--- config.mk ---
export PLATFORM = sky130hd
export DESIGN_NAME = pe
export DESIGN_NICKNAME = d
export VERILOG_FILES = /design/src/rtl/pe_pkg.sv /design/src/rtl/pe_mac.sv /design/src/rtl/pe.sv
export SDC_FILE = /design/constraint.sdc
export NUM_CORES = 1
export LEC_CHECK = 0
export CELL_PAD_IN_SITES_DETAIL_PLACEMENT = 0
export CELL_PAD_IN_SITES_GLOBAL_PLACEMENT = 2
export CORE_MARGIN = 2
export CORE_UTILIZATION = 32
export CTS_BUF_LIST = sky130_fd_sc_hd__clkbuf_2
export DETAILED_ROUTE_END_ITERATION = 16
export PLACE_DENSITY_LB_ADDON = 0.1
export RECOVER_POWER = 50
export SYNTH_ARGS = -nofsm -noshare
export SYNTH_HDL_FRONTEND = slang
export SYNTH_SLANG_ARGS = --single-unit
--- constraint.sdc ---
create_clock -name clk_i -period 5.25 [get_ports clk_i]
set_input_delay 0.525 -clock clk_i [delete_from_list [all_inputs] [get_ports clk_i]]
set_output_delay 0.525 -clock clk_i [all_outputs]
set_load 0.05 [all_outputs]
--- src/rtl/pe_pkg.sv ---
// Shared constants and types for the output-stationary processing element.
// The typedefs describe the default DATA_WIDTH/BUS_WIDTH configuration.
package pe_pkg;

  localparam int unsigned DATA_WIDTH_DEF = 8;
  localparam int unsigned BUS_WIDTH_DEF  = 32;

  typedef logic [DATA_WIDTH_DEF-1:0]   operand_t;
  typedef logic [2*DATA_WIDTH_DEF-1:0] product_t;
  typedef logic [BUS_WIDTH_DEF-1:0]    accum_t;

endpackage : pe_pkg

--- src/rtl/pe_mac.sv ---
// Combinational multiply-add for the PE: next accumulator value from operands and current sum.
// Optional feature macro: PE_SATURATE_EN (clamp at all-ones instead of wrapping).
module pe_mac #(
  parameter int unsigned DATA_WIDTH = 8,
  parameter int unsigned BUS_WIDTH  = 32
) (
  input  logic [DATA_WIDTH-1:0] a,
  input  logic [DATA_WIDTH-1:0] b,
  input  logic [BUS_WIDTH-1:0]  accum,
  input  logic                  load,
  output logic [BUS_WIDTH-1:0]  accum_next
);

  logic [2*DATA_WIDTH-1:0] product_s;
  logic [BUS_WIDTH-1:0]    product_ext_s;

  assign product_s     = a * b;
  assign product_ext_s = BUS_WIDTH'(product_s);

`ifdef PE_SATURATE_EN
  // One extra bit captures the carry out so overflow can be clamped.
  logic [BUS_WIDTH:0] sum_s;

  assign sum_s = {1'b0, accum} + {1'b0, product_ext_s};

  // Select restart load, clamped sum, or plain sum.
  always_comb begin
    accum_next = sum_s[BUS_WIDTH-1:0];
    if (load) begin
      accum_next = product_ext_s;
    end else if (sum_s[BUS_WIDTH]) begin
      accum_next = {BUS_WIDTH{1'b1}};
    end else begin
      accum_next = sum_s[BUS_WIDTH-1:0];
    end
  end
`else
  logic [BUS_WIDTH-1:0] sum_s;

  assign sum_s = accum + product_ext_s;

  // Select restart load or the wrapping sum.
  always_comb begin
    accum_next = sum_s;
    if (load) begin
      accum_next = product_ext_s;
    end else begin
      accum_next = sum_s;
    end
  end
`endif

endmodule : pe_mac

--- src/rtl/pe.sv ---
// Output-stationary systolic processing element: accumulates A*B and forwards operands east/south.
// Optional feature macro: PE_SATURATE_EN (saturating accumulator, implemented in pe_mac).
module pe
  import pe_pkg::*;
#(
  parameter int unsigned DATA_WIDTH = DATA_WIDTH_DEF,
  parameter int unsigned BUS_WIDTH  = BUS_WIDTH_DEF
) (
  input  logic                  clk_i,
  input  logic                  rst_i,
  input  logic                  start_operation_i,
  input  logic [DATA_WIDTH-1:0] data_A_i,
  input  logic [DATA_WIDTH-1:0] data_B_i,
  output logic [BUS_WIDTH-1:0]  accum_o,
  output logic [DATA_WIDTH-1:0] data_A_o,
  output logic [DATA_WIDTH-1:0] data_B_o
);

  if (BUS_WIDTH < 2 * DATA_WIDTH) begin : g_bad_width
    $error("pe: BUS_WIDTH must be at least 2*DATA_WIDTH");
  end

  logic [BUS_WIDTH-1:0]  accum_r;
  logic [BUS_WIDTH-1:0]  accum_next_s;
  logic [DATA_WIDTH-1:0] data_a_r;
  logic [DATA_WIDTH-1:0] data_b_r;
  logic                  active_r;
  logic                  load_s;

  // A start cycle that was not preceded by one begins a fresh sum.
  assign load_s = ~active_r;

  pe_mac #(
    .DATA_WIDTH(DATA_WIDTH),
    .BUS_WIDTH (BUS_WIDTH)
  ) u_mac (
    .a         (data_A_i),
    .b         (data_B_i),
    .accum     (accum_r),
    .load      (load_s),
    .accum_next(accum_next_s)
  );

  // Accumulator, start-edge flag and operand forwarding registers.
  always_ff @(posedge clk_i) begin
    if (rst_i) begin
      accum_r  <= {BUS_WIDTH{1'b0}};
      data_a_r <= {DATA_WIDTH{1'b0}};
      data_b_r <= {DATA_WIDTH{1'b0}};
      active_r <= 1'b0;
    end else begin
      data_a_r <= data_A_i;
      data_b_r <= data_B_i;
      if (start_operation_i) begin
        accum_r  <= accum_next_s;
        active_r <= 1'b1;
      end else begin
        active_r <= 1'b0;
      end
    end
  end

  assign accum_o  = accum_r;
  assign data_A_o = data_a_r;
  assign data_B_o = data_b_r;

endmodule : pe

After elaboration in Yosys (flattened, before gate mapping)
Cells that the tools add are included.
{ "word_totals": {"ff_bits": 49, "inputBits": 19, "output_inout_bits": 48, "elab_cells": 8} }
{ "op_classes": {"n_addsub": 1, "n_mul": 1, "mux": 2} }
{ "op_table": {"columns": ["cell", "count"], "rows": [
  ["$add A32 B16 Y32", 1],
  ["$mux W32", 1],
  ["$mul A8 B8 Y16", 1],
  ["$mux W1", 1]
]} }

Longest topological paths before layout
Gate-level depths: netlist (run 1).
{ "logic_depth": {"word_depth": 3, "depth_mapped": 23} }

Hierarchy
A second synthesis (run 1) with hierarchy kept.
{ "unflattened": {"cells_unflattened": 630, "area_unflattened_um2": 5402.7} }
{ "modules_own_cells": {"columns": ["mod", "n_inst", "cells_per_inst", "area_each_um2"], "rows": [
  ["pe_mac", 1, 490, 3774.9],
  ["pe", 1, 140, 1627.8]
]} }

Worst setup path before layout (run 1)
OpenSTA, ideal clock, no wires.
{ "synth_timing": {"kind": "in2reg", "from": "input port data_A_i[0]", "to": "register accum_r[23] (netlist: accum_o[23])", "arrival_time_ps": 5549, "required_time_ps": 5180, "slack_ps": -369, "cell_stages": 21, "cell_sequence": "nand2_1 -> fa_1 -> fa_1 -> inv_1 -> fa_1 -> inv_1 -> fa_1 -> inv_1 -> ha_1 -> a21oi_1 -> o22ai_1 -> o21ai_1 -> mux2i_1 -> or3_1 -> ha_1 -> nand4_2 -> nor4_4 -> o21a_2 -> a211oi_2 -> or3_1 -> a21oi_1"} }
{ "synth_between": {"elab_chain_len": 3} }
{ "synth_lines": {"columns": ["element", "line", "text"], "rows": [
  ["start, declared", "pe.sv:12", "input logic [DATA_WIDTH-1:0] data_A_i,"],
  ["$mul A8 B8 Y16", "pe_mac.sv:17", "assign product_s = a * b;"],
  ["$add A32 B16 Y32", "pe_mac.sv:40", "assign sum_s = accum + product_ext_s;"],
  ["$mux W32", "pe_mac.sv:45", "if (load) begin"],
  ["end signal, assigned", "pe.sv:47", "accum_r <= {BUS_WIDTH{1'b0}};"],
  ["end signal, assigned", "pe.sv:55", "accum_r <= accum_next_s;"],
  ["end, declared", "pe.sv:23", "logic [BUS_WIDTH-1:0] accum_r;"]
]} }
Every way passes these cells.
A chain may end at the register's enable or synchronous reset.

Final worst setup path (run 1)
{ "layout_timing": {"from": "input port data_B_i[6]", "to": "register accum_r[23] (netlist: accum_o[23])"} }
{ "layout_between": {"elab_chain_len": 3} }
{ "layout_lines": {"columns": ["element", "line", "text"], "rows": [
  ["start, declared", "pe.sv:13", "input logic [DATA_WIDTH-1:0] data_B_i,"],
  ["$mul A8 B8 Y16", "pe_mac.sv:17", null],
  ["$add A32 B16 Y32", "pe_mac.sv:40", null],
  ["$mux W32", "pe_mac.sv:45", null]
]} }
Every way passes these cells.

==> results of run 1 <==
## final cells by class
cell class / count / share of cell area [%]
inverter: 59 / 3.09
multi-input combinational: 470 / 58.2
timing repair buffer: 169 / 20.3
clock buffer: 6 / 0.419
sequential: 49 / 13.7
tap: 216 / 3.77
clock inverter: 2 / 0.541
antenna: 1 / 0.0349
## layer usage
| metal | vias up | GRT usage (%) | wire length, microns |
|---|---|---|---|
| li1 | 2381 | - | - |
| met1 | 2285 | 23.7 | 7050 |
| met4 | 0 | 5.88 | 362 |
| met3 | 21 | 2.95 | 428 |
| met2 | 78 | 32.6 | 7330 |
| met5 | - | 0 | 0 |
## cell usage after synthesis (all sizes together) (3+ instances only)
library cell  instances  area share [%]
xnor2                12             2.1
fa                   37              15
inv                  59             4.3
dfxtp                49              19
nand2                42             3.1
xor2                  4            0.69
nor2b                18             2.2
and2                 59             7.2
a211oi               11             1.7
a21oi                48             4.9
clkbuf                7            0.71
and3                  3            0.37
o21bai                3            0.66
o211ai                5            0.74
nand3                18             2.3
o21a                  4            0.61
nor2                 38             2.8
or3                  15             1.9
mux2i                10             2.0
nor3                  8            0.78
o21ai                24             2.4
a21o                  9             1.3
nor4                  5             1.0
buf                  11             2.0
nand4                 8             1.1
ha                   54              13
or4                   3            0.44
## worst paths after layout
kind                                                  to  cells past startpoint
worst min-delay path              data_A_o[2]$_SDFF_PP0_                      2
worst min register to register   accum_o[5]$_SDFFE_PP0P_                      2
worst max-delay path            accum_o[23]$_SDFFE_PP0P_                     22
worst max register to register  accum_o[28]$_SDFFE_PP0P_                      5
## sequential cells by signal, summed over array words and instances (netlist names)
signal / flops
accum_o: 32
active_r: 1
data_A_o: 8
data_B_o: 8
## through the flow
step	setup slack [ns]	cells	utilization, %	total power [mW]	hold WS [ns]
2_1_floorplan	-0.171	596	-	2.33	0.626
3_3_place_gp	-1.25	952	42.8	3.26	0.482
3_5_place_dp	-1.30	952	42.8	3.27	0.485
4_1_cts	-0.000802	965	44.0	3.71	0.240
5_1_grt	-0.138	972	45.6	4.29	0.167
6_report	0.0259	972	45.6	3.94	0.266
## worst reg2reg max path, stage by stage (launching register included)
cell and delay (ns):
dfxtp_1 0.86, inv_1 0.46, nand2_1 0.32, nand2b_1 0.38, or4_1 0.61, nand2_1 0.07
## cells in the final DEF (no fill, tap or decap), types with 6 or more instances in the layout
cell type	count
clkdlybuf4s50_1	25
dfxtp_1	49
ha_4	12
buf_4	104
and2_4	11
o21ai_0	13
nor2_1	37
mux2i_1	10
clkbuf_2	6
nand2_1	40
fa_1	31
fa_2	6
o21ai_1	6
xnor2_1	10
a21o_1	8
inv_1	56
a211oi_1	10
ha_1	39
or3_1	12
and2_1	48
nor2b_1	18
a21oi_2	8
nand4_1	7
a21oi_1	35
buf_6	8
nand3_1	14
dlygate4sd3_1	26
## power by group through the flow
stage / Clock, mW / Sequential (mW) / Combinational [mW]
2_1_floorplan: 0 / 0.583 / 1.74
6_report: 0.237 / 0.456 / 3.24
5_1_grt: 0.266 / 0.462 / 3.56
3_3_place_gp: 0 / 0.459 / 2.80
4_1_cts: 0.257 / 0.454 / 3.00
3_5_place_dp: 0 / 0.459 / 2.81
## what timing repair did
| item | CTS | global route |
|---|---|---|
| pin swaps | 23 | 35 |
| setup endpoints to repair | 21 | 19 |
| hold buffers | 0 | 0 |
| buffers inserted | 5 | 8 |
| resized for setup | 78 | 78 |
## kinds of logic after synthesis
kind of cell / synth area share, %
adder cells (fa/ha/maj): 27.8
buffers and inverters: 7.06
AND/OR/NAND/NOR: 24.4
multiplexers: 2.40
flip-flops: 19.2
AO/OA/AOI/OAI: 16.4
XOR/XNOR: 2.75
==> flow_summary.json, run 1 <==
{
  "syn-num-nets": 706,
  "power_frac_comb_pct": 82.4,
  "drt_drc_violations_left": 0,
  "fin_crit_ns": 5.22,
  "vdd_drop_max_mv": 0.258,
  "fp-row-count": 46,
  "synth_cell_types": 69,
  "chipHeight_microns": 130,
  "drive_gt1_share_pct": 27.7,
  "ctsLongestPathBuffers": 2,
  "synth_edf_count": 0,
  "power_density_nw_per_um2": 549,
  "finalSetupTns_ns": 0,
  "crit_path_cell_trace": "buf_8 > and2_4 > fa_1 > fa_1 > fa_1 > inv_1 > fa_1 > inv_2 > ha_4 > buf_6 > nand2_4 > a32oi_2 > o21ai_2 > mux2i_1 > or3_4 > ha_4 > nand4_4 > nor4_4 > o21a_2 > a211oi_4 > or3_1 > a21oi_1",
  "syn_to_final_growth_pct": 40.6,
  "r2r_slack_ns": 2.52,
  "worst-path-buf-inv": 4,
  "cts_buffers": 5,
  "cp_common_cell": "fa_1",
  "syn_avg_cell_area_sq_um": 8.56,
  "critPathMaxStageDelay_ns": 0.56,
  "netSwitchingFraction_pct": 47.4,
  "overflow": 0,
  "p_leak_nw": 3.19,
  "ff_latch_area_sq_um": 981,
  "wirelength_microns": 15200,
  "yosysSeqAreaShare_pct": 19.2,
  "cp-startpoint": "data_B_i[6]",
  "max_freq_mhz": 191,
  "drtAntennaViolNets": 0,
  "min-delay-start": "data_A_i[2]",
  "hold_violations": 0,
  "p_clk_share_pct": 6.0,
  "cts.htree.levels": 2,
  "vias": 4765,
  "report.final.slew_viol_count": 0,
  "root_buffer": "clkbuf_2",
  "cts.sinks": 49,
  "grt_antenna_before_repair": 1,
  "syn_area_sq_um": 5100,
  "synth-seq-cells": 49,
  "drtIter0Drc": 156,
  "intPower_mw": 2.07,
  "grt_start_max_net_pins": 42,
  "synth_cells": 596,
  "slew_headroom_pct": 52.1,
  "r2r_start": "active_r$_SDFF_PP0_",
  "worstHoldPathType": "input port to flop",
  "fill_cells": 1535,
  "dieArea_sq_um": 17000,
  "critPathMaxFanout": 8,
  "worstSetupPathType": "input port to flop",
  "start_kind": "input port",
  "status": "finished clean",
  "final_nets": 864,
  "pin_count": 67,
  "fin_crit_sh_pct": 99.5,
  "port_buffers": 66,
  "die_x_microns": 130,
  "clkLatencyLatePin_ns": 0.52,
  "drv_cap": 0,
  "fin_area_sq_um": 7170,
  "grt_pass1_vias": 4899,
  "rsz0062_at_grt": "true",
  "track_usage_pct": 18.7,
  "multi_input_area_sq_um": 4170,
  "grt_pass1_wl_microns": 24800,
  "cp_top_family": "adder cells",
  "first_pass_iters": 4,
  "initial_core_util_pct": 32.5,
  "routedWlPerCell_microns": 15.6,
  "ys.flop_type": "dfxtp_1",
  "cts_tree": "done",
  "place_area_sq_um": 6720,
  "worst_pin_slew_ns": 0.717,
  "required_ns": 5.68,
  "synth_warnings": 0,
  "cp_slowest_cell": "fa_1",
  "critical_path.endpoint_type": "flop",
  "vias_per_cell": 4.90,
  "place_hpwl_microns": 12000,
  "crit_arrival_ns": 5.65,
  "core_sq_um": 15700,
  "gp_congestion": 0.849,
  "skew_ns": 0.0458,
  "postSynth.asyncResetShare_pct": 0,
  "p_seq_share_pct": 11.6,
  "clk_pin_slew_ns": 0.26,
  "setup_viol": 0,
  "p_switching_mw": 1.87
}
(Power assumes the default switching activity.)
==> run 2, diff against run 1 <==
Settings changed: CORE_MARGIN 2 to default.
==> flow_summary.json, run 2 (synthesis gave the netlist of run 1 again) <==
{
  "rsz0062_at_grt": "true",
  "overflow": 0,
  "fp-row-count": 45,
  "min_to": "data_A_o[4]$_SDFF_PP0_",
  "cts.sinks": 49,
  "clk_pin_slew_ns": 0.26,
  "cts_tree": "done",
  "setup_ws_ns": -0.0580,
  "chipHeight_microns": 128,
  "setup_viol": 3,
  "track_usage_pct": 19.4,
  "grt_pass1_wl_microns": 24900,
  "grt_antenna_before_repair": 1,
  "vdd_drop_max_mv": 0.298,
  "slew_headroom_pct": -38.9,
  "postCtsHoldBufs": 0,
  "netSwitchingFraction_pct": 46.4,
  "power_frac_comb_pct": 83.5,
  "p_seq_share_pct": 10.8,
  "port_buffers": 66,
  "r2r_cells": 5,
  "p_clk_share_pct": 5.6,
  "worst_pin_slew_ns": 2.08,
  "grt_pass1_vias": 4866,
  "status": "complete, but fails checks",
  "crit_arrival_ns": 5.75,
  "syn_to_final_growth_pct": 45.8,
  "violations": "capacitance limit, slew limit, setup timing",
  "intPower_mw": 2.28,
  "routedWlPerCell_microns": 15.4,
  "pin_count": 67,
  "p_switching_mw": 1.97,
  "r2r_slack_ns": 2.36,
  "drtAntennaViolNets": 0,
  "critical_path.endpoint_type": "flop",
  "holdWs_ns": 0.275,
  "drive_gt1_share_pct": 31.4,
  "ctsLongestPathBuffers": 2,
  "worstSetupPathType": "input port to flop",
  "fin_crit_sh_pct": 101,
  "min_delay_path_depth": 2,
  "clkLatencyLatePin_ns": 0.55,
  "final_nets": 890,
  "dieArea_sq_um": 16400,
  "first_pass_iters": 4,
  "post-route-util_pct": 48.4,
  "final_cell_mix": "129 x buf_4, 53 x inv_1, 49 x dfxtp_1, 43 x and2_1, 40 x ha_1",
  "report.final.slew_viol_count": 42,
  "r2r-end": "accum_o[28]$_SDFFE_PP0P_",
  "r2r_start": "active_r$_SDFF_PP0_",
  "initial_core_util_pct": 33.2,
  "critPathMaxFanout": 8,
  "place_area_sq_um": 6790,
  "root_buffer": "clkbuf_2",
  "vias": 4773,
  "skew_ns": 0.0635,
  "largest_reg_flops": 32,
  "hold_violations": 0,
  "drtIter0Drc": 175,
  "wirelength_microns": 15300,
  "die_x_microns": 128,
  "fin_crit_ns": 5.31,
  "grt_start_max_net_pins": 42,
  "place_hpwl_microns": 12100,
  "vias_per_cell": 4.81,
  "drt_drc_violations_left": 0,
  "min-delay-start": "data_A_i[4]",
  "gp_congestion": 0.858,
  "required_ns": 5.69,
  "max_freq_mhz": 188,
  "core_sq_um": 15400,
  "worstHoldPathType": "input port to flop",
  "p_leak_nw": 3.33,
  "drv_cap": 1,
  "cts.htree.levels": 2,
  "fin_area_sq_um": 7440,
  "power_density_nw_per_um2": 571,
  "layout_commonest_cell": "buf_4",
  "start_kind": "input port",
  "cts_buffers": 5
}
[run 2: cell count changes in the layout (fill, tap and decap cells not counted), moves of 4 or more]
cell,previous run,this run
buf_4,104,129
and2_4,11,16
a21oi_1,35,31
nand2_1,40,35
and2_1,48,43
nand2_2,1,5
[run 2: layout make-up]
cell class,instances,area (sq um)
clock inverters,2,38.8
multi-input cells,470,4270
well taps,211,264
diodes,1,2.50
clock buffers,6,30.0
fillers,1481,7940
inverters,59,221
flip-flops and latches,49,981
repair buffers,195,1620
[run 2: critical path: stages]
cell	delay, ns
buf_4	0.14
and2_4	0.14
fa_1	0.56
fa_1	0.45
fa_1	0.53
inv_2	0.04
fa_1	0.51
inv_2	0.05
ha_4	0.26
buf_6	0.10
nand2_4	0.05
a32oi_2	0.21
o21ai_2	0.10
mux2i_1	0.14
or3_4	0.41
ha_4	0.29
nand4_4	0.11
nor4_4	0.33
o21a_2	0.23
a211oi_4	0.08
or3_1	0.35
a21oi_1	0.13
[run 2: what timing repair did]
action | in CTS | in global routing
gates cloned | 0 | 0
buffers inserted | 19 | 12
endpoints found under the setup margin | 21 | 19
pin swaps | 36 | 49
resized for setup | 101 | 74
[run 2: power groups by stage]
stage	Sequential (mW)	Combinational, mW	Clock (mW)
finish	0.461	3.55	0.239
CTS	0.457	3.22	0.253
global placement	0.458	2.92	0
detailed placement	0.461	2.91	0
floorplan	0.583	1.74	0
global route	0.468	3.87	0.262
[run 2: worst max path at each step]
| stage | start | end | slack, ns | depth (start not counted) |
|---|---|---|---|---|
| finish | data_B_i[4] | accum_o[25]$_SDFFE_PP0P_ | -0.06 | 22 |
| detailed placement | data_B_i[5] | accum_o[23]$_SDFFE_PP0P_ | -1.35 | 22 |
| global placement | data_B_i[5] | accum_o[23]$_SDFFE_PP0P_ | -1.28 | 22 |
| CTS | data_B_i[3] | accum_o[25]$_SDFFE_PP0P_ | -0.04 | 25 |
| floorplan | data_B_i[2] | accum_o[23]$_SDFFE_PP0P_ | -0.17 | 20 |
| global route | data_A_i[3] | accum_o[25]$_SDFFE_PP0P_ | -0.25 | 22 |
[run 2: stage by stage]
step / setup TNS [ns] / total power, mW / setup WS, ns / cells
2_1_floorplan: -0.648 / 2.33 / -0.171 / 596
3_3_place_gp: -24.51 / 3.38 / -1.28 / 957
3_5_place_dp: -25.98 / 3.37 / -1.35 / 957
4_1_cts: -0.0868 / 3.93 / -0.0367 / 983
5_1_grt: -1.58 / 4.60 / -0.247 / 993
6_report: -0.129 / 4.25 / -0.0580 / 993
[run 2: metal layers]
metal | track usage (%) | part of all wire (%)
met1 | 24.8 | 47
met2 | 34.1 | 50
met4 | 4.84 | 1.4
met5 | 0 | 0
met3 | 2.71 | 2.4
==> RTL edit (flow settings as in run 2) <==
Change the package constant `DATA_WIDTH_DEF` from 8 to 10.
--- a/src/rtl/pe_pkg.sv
+++ b/src/rtl/pe_pkg.sv
@@ -2,7 +2,7 @@
 // The typedefs describe the default DATA_WIDTH/BUS_WIDTH configuration.
 package pe_pkg;
 
-  localparam int unsigned DATA_WIDTH_DEF = 8;
+  localparam int unsigned DATA_WIDTH_DEF = 10;
   localparam int unsigned BUS_WIDTH_DEF  = 32;
 
   typedef logic [DATA_WIDTH_DEF-1:0]   operand_t;
Interface: changed (resized data_A_i, data_A_o, data_B_i and data_B_o); port bits go from 67 to 75. The function was not compared with the original's and may differ.
==> RTL edit against run 2 <==
  * Hold slack got worse by 0.091 ns
  * Clock skew fell by 0.0061 ns
  * Setup slack got worse by 0.57 ns
  * Synthesized area rose by 31%
  * The flow finishes with violations (setup timing)
  * Final area up 39%
  * Sequential cell count is 4 higher
  * Cell count rose by 32%
  * Die area increased by 30%
  * Wire length increased by 39%
Power is left out: the tool's default activity adds up to more than one toggle a clock period on the data nets, which glitch-free logic cannot reach.
==> RTL edit: results (changes against run 2) <==
setup violation total in the final timing report 22 (+19); failing checks setup timing; Placement Cell Area 9040 µm² (+33%); clock buffers created by TritonCTS 5 (unchanged); insertion delay to the later sink of the worst-skew pair 0.59 ns (+0.04 ns); outcome complete, but fails checks; number of standard cells after synthesis 791 (+33%); layout cell share with drive strength beyond 1 37.8% (+6.4 points); number of nets in the final layout 1203 (+35%); Routed Wire Length 21200 µm (+39%); maximum buffer depth of the clock tree 2 (unchanged); largest net degree at the start of global routing 34 (-19%); sequential element share of the synthesized area 15.9% (-3.3 points); CTS H-tree depth 2 (unchanged); Worst Hold Path Cells 2 (unchanged); data arrival time of the critical path 6.45 ns (+0.70 ns); dominant cells by area after synthesis fa_1 19%, dfxtp_1 16%, ha_1 15%; post-route worst setup slack -0.625 ns (-0.567 ns); All-Layer GR Usage 20.5% (+1.1 points); Worst Tran Pin Value 1.14 ns (-0.947 ns); via count of the first global-routing pass 6699 (+38%); source of the critical timing path data_A_i[6]; reg2reg end accum_o[8]; register-to-register setup slack 2.57 ns (+0.21 ns); list of most frequent post-synthesis cells 82 x nand2_1, 79 x inv_1, 78 x ha_1; half-perimeter wire length after placement 16600 µm (+37%); via count 6377 (+34%); net count of the mapped netlist 955 (+35%); number of port buffers 74 (+12%); clock transition at the registers of the reported paths 0.38 ns (+0.12 ns); Reg-to-Reg Start accum_o[0]; iteration count of the initial detailed-routing pass 4 (unchanged); Slowest cell on crit path fa_1; yosys synthesis warning count 0 (unchanged); area share of the leading cell type in the synthesized netlist 18.9% (-0.32 points); first-pass GRT wire length 34800 µm (+40%); CP max FO 5 (-3); detailed router's first-iteration violation count 183 (+4.6%); count of different cell masters after synthesis 60 (-13%); Max Clock Skew 0.0574 ns (-0.00615 ns); destination of the critical timing path accum_o[30]; initial antenna violation count 1 (unchanged); worst hold endpoint data_A_o[1]; flip-flop count of the largest register after layout 32 (unchanged); CP peak stage delay 0.56 ns (about the same); cell at the root of the clock tree clkbuf_2; final weighted congestion of routability-driven global placement 0.841 (-1.9%); path depth of the worst reg2reg path 9 (+4); Hold Path Origin data_A_i[1]; ys async rst share 0% (unchanged)
-- RTL edit: cell types whose count changed after synthesis, moves of 11 or more --
cell,run 2,this run
inv_1,59,79
clkbuf_1,6,35
nor2_1,38,49
xnor2_1,12,23
fa_1,37,63
ha_1,54,78
nand2_1,42,82
-- RTL edit: cells by family after synthesis --
family	Yosys count	synth area share (%)
multiplexers	13	1.95
XOR/XNOR	34	4.47
flip-flops	53	15.9
adder cells (fa/ha/maj)	141	33.5
AO/OA/AOI/OAI	154	16.4
AND/OR/NAND/NOR	279	21.1
buffers and inverters	117	6.59
-- RTL edit: cell type report --
type / count / area (µm²)
sequential: 53 / 1060
multi-input combinational: 621 / 6260
inverter: 80 / 300
tap: 270 / 338
antenna: 1 / 2.50
clock inverter: 3 / 43.8
timing repair buffer: 278 / 2330
clock buffer: 5 / 25.0
fill: 1954 / 10000
-- RTL edit: worst max-delay path, delay by kind of cell --
kind / cells / cell delay, ns
compound gates: 7 / 1.02
simple gates: 4 / 0.48
buf+inv: 9 / 0.79
fa+ha+maj: 7 / 3.19
xor+xnor: 2 / 0.43
-- RTL edit: metal layers --
layer	GRT usage, %	wire length [µm]
met3	2.50	544
met4	3.33	244
met5	0	0
met2	35.7	10500
met1	27.4	9950
-- RTL edit: metrics by stage --
step           setup TNS [ns]  setup slack, ns  cells  hold slack, ns
2_1_floorplan           -9.85           -0.615    791           0.650
3_3_place_gp           -38.26            -1.85   1247           0.455
3_5_place_dp           -39.50            -1.83   1247           0.474
4_1_cts                 -7.13           -0.473   1302           0.285
5_1_grt                -11.70           -0.741   1311           0.123
6_report                -8.23           -0.625   1311           0.183
-- RTL edit: repair_timing --
action,in CTS,in global routing
resized for setup,179,76
pin swaps,87,76
buffers inserted,46,14
endpoints found under the setup margin,25,24
cloned,1,0
hold endpoints to repair,0,0
